--- config.mk ---
export PLATFORM = sky130hd
export DESIGN_NAME = cmp_seq_ctrl_flat
export DESIGN_NICKNAME = d
export VERILOG_FILES = /design/src/rtl/cmp_seq_ctrl_if.sv /design/src/rtl/cmp_seq_ctrl.sv /design/src/flat_wrapper.sv
export SDC_FILE = /design/constraint.sdc
export NUM_CORES = 1
export LEC_CHECK = 0
export CAP_MARGIN = 20
export CORE_UTILIZATION = 50
export CTS_CLUSTER_DIAMETER = 200
export CTS_CLUSTER_SIZE = 25
export DETAILED_ROUTE_END_ITERATION = 8
export PLACE_DENSITY = 0.76
export SYNTH_ARGS = -nofsm -noshare
export SYNTH_HDL_FRONTEND = slang
export SYNTH_SLANG_ARGS = --single-unit
export TNS_END_PERCENT = 5
--- constraint.sdc ---
create_clock -name clk -period 3.1 [get_ports clk]
set_input_delay 0.62 -clock clk [delete_from_list [all_inputs] [get_ports clk]]
set_output_delay 0.62 -clock clk [all_outputs]
set_load 0.02 [all_outputs]
--- src/rtl/cmp_seq_ctrl_if.sv ---
// Board-side bundle for the serial magnitude comparator: button and shared operand inputs,
// start request, and the status, flag and operand-register outputs.
interface cmp_seq_ctrl_if #(
   parameter int WIDTH = 8
);
   localparam int HALF = WIDTH / 2;

   logic [3:0]       pb;
   logic [HALF-1:0]  c;
   logic             start;
   logic             busy;
   logic             done;
   logic             valid;
   logic             l;
   logic             g;
   logic             e;
   logic [WIDTH-1:0] a_q;
   logic [WIDTH-1:0] b_q;

   modport master (
      output pb, c, start,
      input  busy, done, valid, l, g, e, a_q, b_q
   );

   modport slave (
      input  pb, c, start,
      output busy, done, valid, l, g, e, a_q, b_q
   );
endinterface

--- src/rtl/cmp_seq_ctrl.sv ---
// Loads two operands half-word at a time from button strobes, then compares them MSB first
// through one time-shared 1-bit compare cell, publishing l/g/e together with valid.
module cmp_seq_ctrl #(
   parameter int WIDTH = 8
) (
   input logic            clk,
   input logic            reset,
   cmp_seq_ctrl_if.slave  bus
);
   localparam int HALF = WIDTH / 2;
   localparam int IW   = (WIDTH > 1) ? $clog2(WIDTH) : 1;

   typedef enum logic [1:0] {IDLE, CMP, DONE} state_t;

   state_t           state_q, state_d;
   logic [3:0]       pb_d;
   logic             start_d;
   logic [3:0]       rise;
   logic             srise;
   logic             load_ok;
   logic [WIDTH-1:0] a_r, b_r;
   logic [WIDTH-1:0] sa, sb;
   logic [IW-1:0]    idx;
   logic [2:0]       res;
   logic             valid_r, l_r, g_r, e_r;
   logic             bit_a, bit_b;
   logic             snap, step, fin;

   assign rise    = bus.pb & ~pb_d;
   assign srise   = bus.start & ~start_d;
   assign load_ok = (state_q != CMP) && (rise != 4'b0000);

   always_comb begin
      state_d = state_q;
      snap    = 1'b0;
      step    = 1'b0;
      fin     = 1'b0;
      bit_a   = sa[idx];
      bit_b   = sb[idx];
      case (state_q)
         IDLE: begin
            if (srise) begin
               snap    = 1'b1;
               state_d = CMP;
            end
         end
         CMP: begin
            if ((bit_a != bit_b) || (idx == '0)) begin
               fin     = 1'b1;
               state_d = DONE;
            end else begin
               step = 1'b1;
            end
         end
         DONE:    state_d = IDLE;
         default: state_d = IDLE;
      endcase
   end

   always_ff @(posedge clk) begin
      if (reset) begin
         state_q <= IDLE;
         pb_d    <= 4'b1111;
         start_d <= 1'b1;
         a_r     <= '0;
         b_r     <= '0;
         idx     <= '0;
         res     <= '0;
         valid_r <= 1'b0;
         l_r     <= 1'b0;
         g_r     <= 1'b0;
         e_r     <= 1'b0;
      end else begin
         state_q <= state_d;
         pb_d    <= bus.pb;
         start_d <= bus.start;
         if (state_q != CMP) begin
            if (rise[0]) a_r[HALF-1:0]     <= bus.c;
            if (rise[1]) a_r[WIDTH-1:HALF] <= bus.c;
            if (rise[2]) b_r[HALF-1:0]     <= bus.c;
            if (rise[3]) b_r[WIDTH-1:HALF] <= bus.c;
         end
         if (snap) idx <= IW'(WIDTH - 1);
         else if (step) idx <= idx - 1'b1;
         if (fin) res <= {~bit_a & bit_b, bit_a & ~bit_b, bit_a == bit_b};
         // A load landing in DONE wins: the pending result no longer describes the registers.
         if (load_ok || snap) begin
            valid_r <= 1'b0;
            l_r     <= 1'b0;
            g_r     <= 1'b0;
            e_r     <= 1'b0;
         end else if (state_q == DONE) begin
            valid_r           <= 1'b1;
            {l_r, g_r, e_r}   <= res;
         end
      end
   end

   // Snapshot keeps the compare immune to loads and c activity while in CMP.
   always_ff @(posedge clk) begin
      if (snap) begin
         sa <= a_r;
         sb <= b_r;
      end
   end

   assign bus.busy  = (state_q == CMP);
   assign bus.done  = (state_q == DONE);
   assign bus.valid = valid_r;
   assign bus.l     = l_r;
   assign bus.g     = g_r;
   assign bus.e     = e_r;
   assign bus.a_q   = a_r;
   assign bus.b_q   = b_r;
endmodule
--- src/flat_wrapper.sv ---
// flat-port wrapper written by rule: the top's interface ports become plain ports
module cmp_seq_ctrl_flat 
#(
   parameter int WIDTH = 8
)
  (clk, reset, bus_pb, bus_c, bus_start, bus_busy, bus_done, bus_valid, bus_l, bus_g, bus_e, bus_a_q, bus_b_q);
  cmp_seq_ctrl_if #(.WIDTH(WIDTH)) bus_i ();
  input logic clk;
  input logic reset;
  input wire logic [$bits(bus_i.pb)-1:0] bus_pb;
  input wire logic [$bits(bus_i.c)-1:0] bus_c;
  input wire logic [$bits(bus_i.start)-1:0] bus_start;
  output wire logic [$bits(bus_i.busy)-1:0] bus_busy;
  output wire logic [$bits(bus_i.done)-1:0] bus_done;
  output wire logic [$bits(bus_i.valid)-1:0] bus_valid;
  output wire logic [$bits(bus_i.l)-1:0] bus_l;
  output wire logic [$bits(bus_i.g)-1:0] bus_g;
  output wire logic [$bits(bus_i.e)-1:0] bus_e;
  output wire logic [$bits(bus_i.a_q)-1:0] bus_a_q;
  output wire logic [$bits(bus_i.b_q)-1:0] bus_b_q;
  assign bus_i.pb = bus_pb;
  assign bus_i.c = bus_c;
  assign bus_i.start = bus_start;
  assign bus_busy = bus_i.busy;
  assign bus_done = bus_i.done;
  assign bus_valid = bus_i.valid;
  assign bus_l = bus_i.l;
  assign bus_g = bus_i.g;
  assign bus_e = bus_i.e;
  assign bus_a_q = bus_i.a_q;
  assign bus_b_q = bus_i.b_q;
  cmp_seq_ctrl #(.WIDTH(WIDTH)) u_core (.clk(clk), .reset(reset), .bus(bus_i));
endmodule
# After elaboration in Yosys (flattened, before gate mapping)
# Cells that the tools add are included.
[totals]
regBits = 49
[classes]
muxes = 15
eq_ne = 7
reduce_logical = 13
n_addsub = 1
order_cmp = 1
n_bitwise = 8
[ops]
columns = ["cell", "n"]
rows = [
  ["2-bit AND reduction", 5],
  ["1-bit 2-to-1 mux", 8],
  ["1-bit binary-select mux with 3-bit select", 2],
  ["3-bit 2-to-1 mux", 2],
  ["2-bit by 1-bit inequality test with 1-bit output, second input constant", 3],
  ["4-bit AND", 1],
  ["3-bit by 4-bit < comparator with 1-bit output, second input constant", 1],
  ["2-bit 2-to-1 mux", 2],
  ["4-bit NOT", 1],
  ["2-bit one-hot mux with 2 select lines", 1],
  ["4-bit nonzero test", 1],
  ["1-bit AND", 3],
  ["3-bit logical NOT", 1],
  ["1-bit NOT", 3],
  ["3-bit by 1-bit subtractor with 3-bit output, second input constant", 1],
  ["2-bit by 1-bit equality test with 1-bit output, second input constant", 1],
  ["2-bit equality test, second input constant", 1],
  ["2-bit logical NOT", 1],
  ["1-bit logical OR", 2],
  ["2-bit nonzero test", 1],
  ["2-bit OR reduction", 1],
  ["1-bit equality test", 1],
  ["1-bit logical AND", 1],
  ["1-bit inequality test", 1],
]

# Logic depth before layout (Yosys ltp)
[depth]
ltp_word = 8
depth_mapped = 9
ltp_nobuf = 7

# Worst setup path after synthesis
# Ideal clock, no wire load.
[synth_timing]
path_type = "register to register"
start = "register u_core.idx[0]"
end = "register u_core.idx[2]"
t_arrival_ns = 2.042
path_buffers = 2
stages_incl_launch_ff = 10
required_ns = 2.963
setup_ns = 0.137
setup_slack_ns = 0.921
cell_sequence = "dfxtp_1 -> buf_2 -> mux4_2 -> mux2i_1 -> inv_1 -> ha_1 -> and3_1 -> buf_6 -> a211oi_2 -> a311oi_2"
[synth_via]
elab_chain_cells = 7
word_cells_on_any_way = 13
cone_classes = "add/sub: 1; eq/ne: 1; mux: 8; reduce/logical: 3"
[synth_rtl]
columns = ["element", "line", "text"]
rows = [
  ["start, declared", "cmp_seq_ctrl.sv:23", "logic [IW-1:0] idx;"],
  ["start signal, assigned", "cmp_seq_ctrl.sv:83", "if (snap) idx <= IW'(WIDTH - 1);"],
  ["start signal, assigned", "cmp_seq_ctrl.sv:84", "else if (step) idx <= idx - 1'b1;"],
  ["1-bit binary-select mux with 3-bit select, on equally long branches", "cmp_seq_ctrl.sv:38, cmp_seq_ctrl.sv:39", ""],
  ["1-bit 2-to-1 mux, on equally long branches", "cmp_seq_ctrl.sv:38, cmp_seq_ctrl.sv:39", ""],
  ["1-bit inequality test", "cmp_seq_ctrl.sv:48", "if ((bit_a != bit_b) || (idx == '0)) begin"],
  ["1-bit logical OR", "cmp_seq_ctrl.sv:48", ""],
  ["1-bit 2-to-1 mux", "cmp_seq_ctrl.sv:48", ""],
  ["1-bit 2-to-1 mux", "cmp_seq_ctrl.sv:40", "case (state_q)"],
  ["2-bit nonzero test (no line)", "-", ""],
]
# Several ways; a longest one is shown, not always the timed one. The select of a mux whose other input is x is not followed.
# A chain may end at the register's enable or synchronous reset.

# Final worst setup path
[layout_timing]
start = "register u_core.state_q[1]"
end = "output bus_done"
[layout_via]
elab_chain_cells = 1
[layout_rtl]
columns = ["element", "line", "text"]
rows = [
  ["start, declared", "cmp_seq_ctrl.sv:15", "state_t state_q, state_d;"],
  ["start signal, assigned", "cmp_seq_ctrl.sv:74", "state_q <= state_d;"],
  ["2-bit equality test", "cmp_seq_ctrl.sv:108", "assign bus.done = (state_q == DONE);"],
  ["end, declared", "flat_wrapper.sv:14", "output wire logic [$bits(bus_i.done)-1:0] bus_done;"],
]
# No other way between the ends.

==> results.py <==
metrics = {
    "detailed_routing": {
        "drt_iter0_drc": 83,
        "antenna_left": 0,
        "remaining_drc_errors": 0,
        "wl_per_cell_um": 14.9,
        "wirelength_um": 3680,
        "dr_total_vias": 1318,
        "drtPass1Iterations": 5,
        "viasPerCell": 5.36,
    },
    "synthesis": {
        "syn_inst": 167,
        "synth-xor-area-share": 0,
        "ys_ff_latch": 49,
        "postSynthAreaPerCell_um2": 11.5,
        "synthAdderAreaFrac": 0.0260,
        "synth_area_leaders": "dfxtp_1 34%, edfxtp_1 25%, mux2i_1 5.7%, mux4_2 4.7%, a21oi_1 3.4%",
        "synth_top_area_cell": "dfxtp_1",
        "post_synth_num_cell_types": 29,
        "synth_compound_area_frac": 0.0728,
        "syn-num-nets": 182,
        "yosysTopAreaCellShare": 0.343,
        "ys.warnings.count": 0,
        "synth.mux.area_fraction": 0.104,
        "synthSimpleGateAreaFrac": 0.162,
        "synth_top_family_by_area": "simple AND/OR/NAND/NOR gates",
        "yosysSeqAreaShare": 0.593,
        "syn_area_mm2": 0.00192,
    },
    "final_layout": {
        "final_common_cell": "dfxtp_1",
        "final_cell_mix": "33 x dfxtp_1, 32 x clkdlybuf4s50_1, 16 x nand2_1, 16 x edfxtp_1, 14 x nor2_1",
        "drive_gt1_frac": 0.126,
        "area_growth_pct": 22.0,
        "diodes": 0,
        "final_nets": 212,
    },
    "sta": {
        "fmax_mhz": 406,
        "tightest_slew_ns": 0.587,
        "setup-violations-final": 0,
        "hold_viol_final": 0,
        "holdWs_ns": 0.465,
        "rsz0062_at_grt": "false",
        "slew_violations": 0,
        "fin_skew_ns": 0.00695,
        "tns_ns": 0,
        "max-slew-margin-rel": 0.608,
        "final_min_period_over_clock_period": 0.794,
        "layout_min_cycle_time_ns": 2.46,
    },
    "critical_path": {
        "path_max_fanout": 5,
        "crit_arrival_ns": 1.84,
        "worst-setup-path-type": "reg -> out",
        "r2r_start": "u_core.idx[0]$_SDFFE_PP0P_",
        "cp-end-kind": "output port",
        "cp-startpoint": "u_core.state_q[1]$_SDFFE_PP0P_",
        "cp.required_ns": 2.48,
        "critPathLaunchType": "flip-flop",
    },
    "power": {
        "peakVddDrop_mv": 0.295,
        "leakagePower_nw": 0.819,
        "p_per_area_mw_per_mm2": 500,
    },
    "clocking": {
        "cts_setup_buffers": 0,
        "cts_tree": "built",
        "insertion_delay_ns": 0.29,
        "clkTransAtPathRegs_ns": 0.08,
        "ctsLongestPathBuffers": 2,
        "clock_sinks": 49,
        "clockRootBuffer": "clkbuf_8",
        "numCtsBuffers": 5,
        "h-tree-depth": 2,
        "ctsHoldBuffers": 0,
        "cts-resized-gates": 0,
    },
    "run": {
        "cap_violations": 0,
    },
    "hold_path": {
        "hold_class": "reg -> reg",
        "hp-start": "u_core.bus.b_q[1]$_SDFFE_PP0P_",
    },
    "place": {
        "placement.io_buffers": 32,
        "hpwlAfterDp_um": 2770,
        "gp_congestion": 0.794,
    },
    "global_routing": {
        "grt_pass1_wl_um": 6290,
        "gr-total-overflow": 0,
        "antenna_found_initial": 0,
        "grt_start_max_net_pins": 22,
        "grt_pass1_vias": 1365,
        "grt.total_usage": 0.208,
    },
    "die": {
        "coreArea_mm2": 0.00369,
        "ios": 33,
        "dieArea_mm2": 0.00410,
        "die_w_um": 64.0,
        "start_util": 0.522,
        "fp.dieH_um": 64.0,
        "fp-row-count": 22,
    },
    "outcome": {
        "outcome": "finished, final reports clean",
    },
}
[synth_stat cells]
master / instances
nand2b_1: 2
dfxtp_1: 33
nand3_1: 12
mux4_2: 4
inv_2: 1
and2_1: 1
a21o_1: 1
nor4b_4: 1
and3_1: 1
nor2b_1: 6
a311oi_2: 1
a21oi_1: 13
a22oi_1: 1
o41ai_2: 1
clkbuf_1: 8
buf_6: 2
a211oi_1: 1
nor2_1: 14
inv_1: 4
nor3_1: 3
nor4_1: 1
or2_2: 5
buf_2: 2
nand2_1: 16
mux2i_1: 11
a21oi_2: 1
a211oi_2: 1
edfxtp_1: 16
ha_1: 4
[metal layers]
metal | up-vias | routed length [um] | global-route usage
li1 | 635 | - | -
met1 | 633 | 1520 | 0.244
met2 | 41 | 1920 | 0.355
met3 | 9 | 143 | 0.0375
met4 | 0 | 90 | 0.122
met5 | - | 0 | 0
[layout make-up]
cell class | count | area (um2)
fill | 316 | 1340
sequential | 49 | 1140
multi-input combinational | 101 | 702
timing repair buffer | 35 | 343
clock buffer | 6 | 72.6
tap | 48 | 60.1
inverter | 5 | 18.8
clock inverter | 2 | 10.0
[worst max-delay path, stage by stage, from the launching register on]
cell             delay [ns]
dfxtp_1                0.39
nor2b_1                0.46
clkdlybuf4s50_1        0.70
[worst paths after layout]
path | endpoint | slack (ns) | depth (start not counted)
hold reg to reg | u_core.sb[1]$_DFFE_PP_ | 0.47 | 0
setup reg to reg | u_core.idx[2]$_SDFFE_PP0P_ | 0.67 | 7
hold / removal | u_core.sb[1]$_DFFE_PP_ | 0.47 | 0
setup / recovery | bus_done | 0.64 | 2
[report_power, final]
| part | total [W] | internal, W | leakage [nW] | switching (W) |
|---|---|---|---|---|
| Sequential | 0.000698 | 0.000683 | 0.421 | 0.0000155 |
| Clock | 0.000350 | 0.000156 | 0.0450 | 0.000193 |
| Combinational | 0.000125 | 0.0000603 | 0.353 | 0.0000649 |
| Total | 0.00117 | 0.000899 | 0.819 | 0.000274 |
[cells by family (layout without fill, tap and decap cells)]
family | Yosys count | in the layout
compound gates | 20 | 20
simple gates | 62 | 62
flops | 49 | 49
mux | 15 | 15
buf+inv | 17 | 48
fa+ha+maj | 4 | 4
[sequential cells by signal (all words and copies together), names as in the netlist]
name / count
u_core.bus.l: 1
u_core.start_d: 1
u_core.sb: 8
u_core.pb_d: 4
u_core.bus.g: 1
u_core.bus.a_q: 8
u_core.res: 3
u_core.bus.e: 1
u_core.state_q: 2
u_core.idx: 3
u_core.bus.b_q: 8
u_core.bus.valid: 1
u_core.sa: 8
[per-stage QoR]
stage	utilization	cell area (um2)	worst slack, ns	instances	power [W]
final	0.636	2350	0.638	246	0.00117
after global routing	0.636	2350	0.464	246	0.00122
after detailed placement	0.614	2260	0.694	238	0.000837
after floorplan	-	1920	0.921	167	0.000788
after global placement	0.614	2260	0.827	238	0.000831
after CTS	0.636	2350	0.625	246	0.00118
Power figures use the tool's default switching activity.
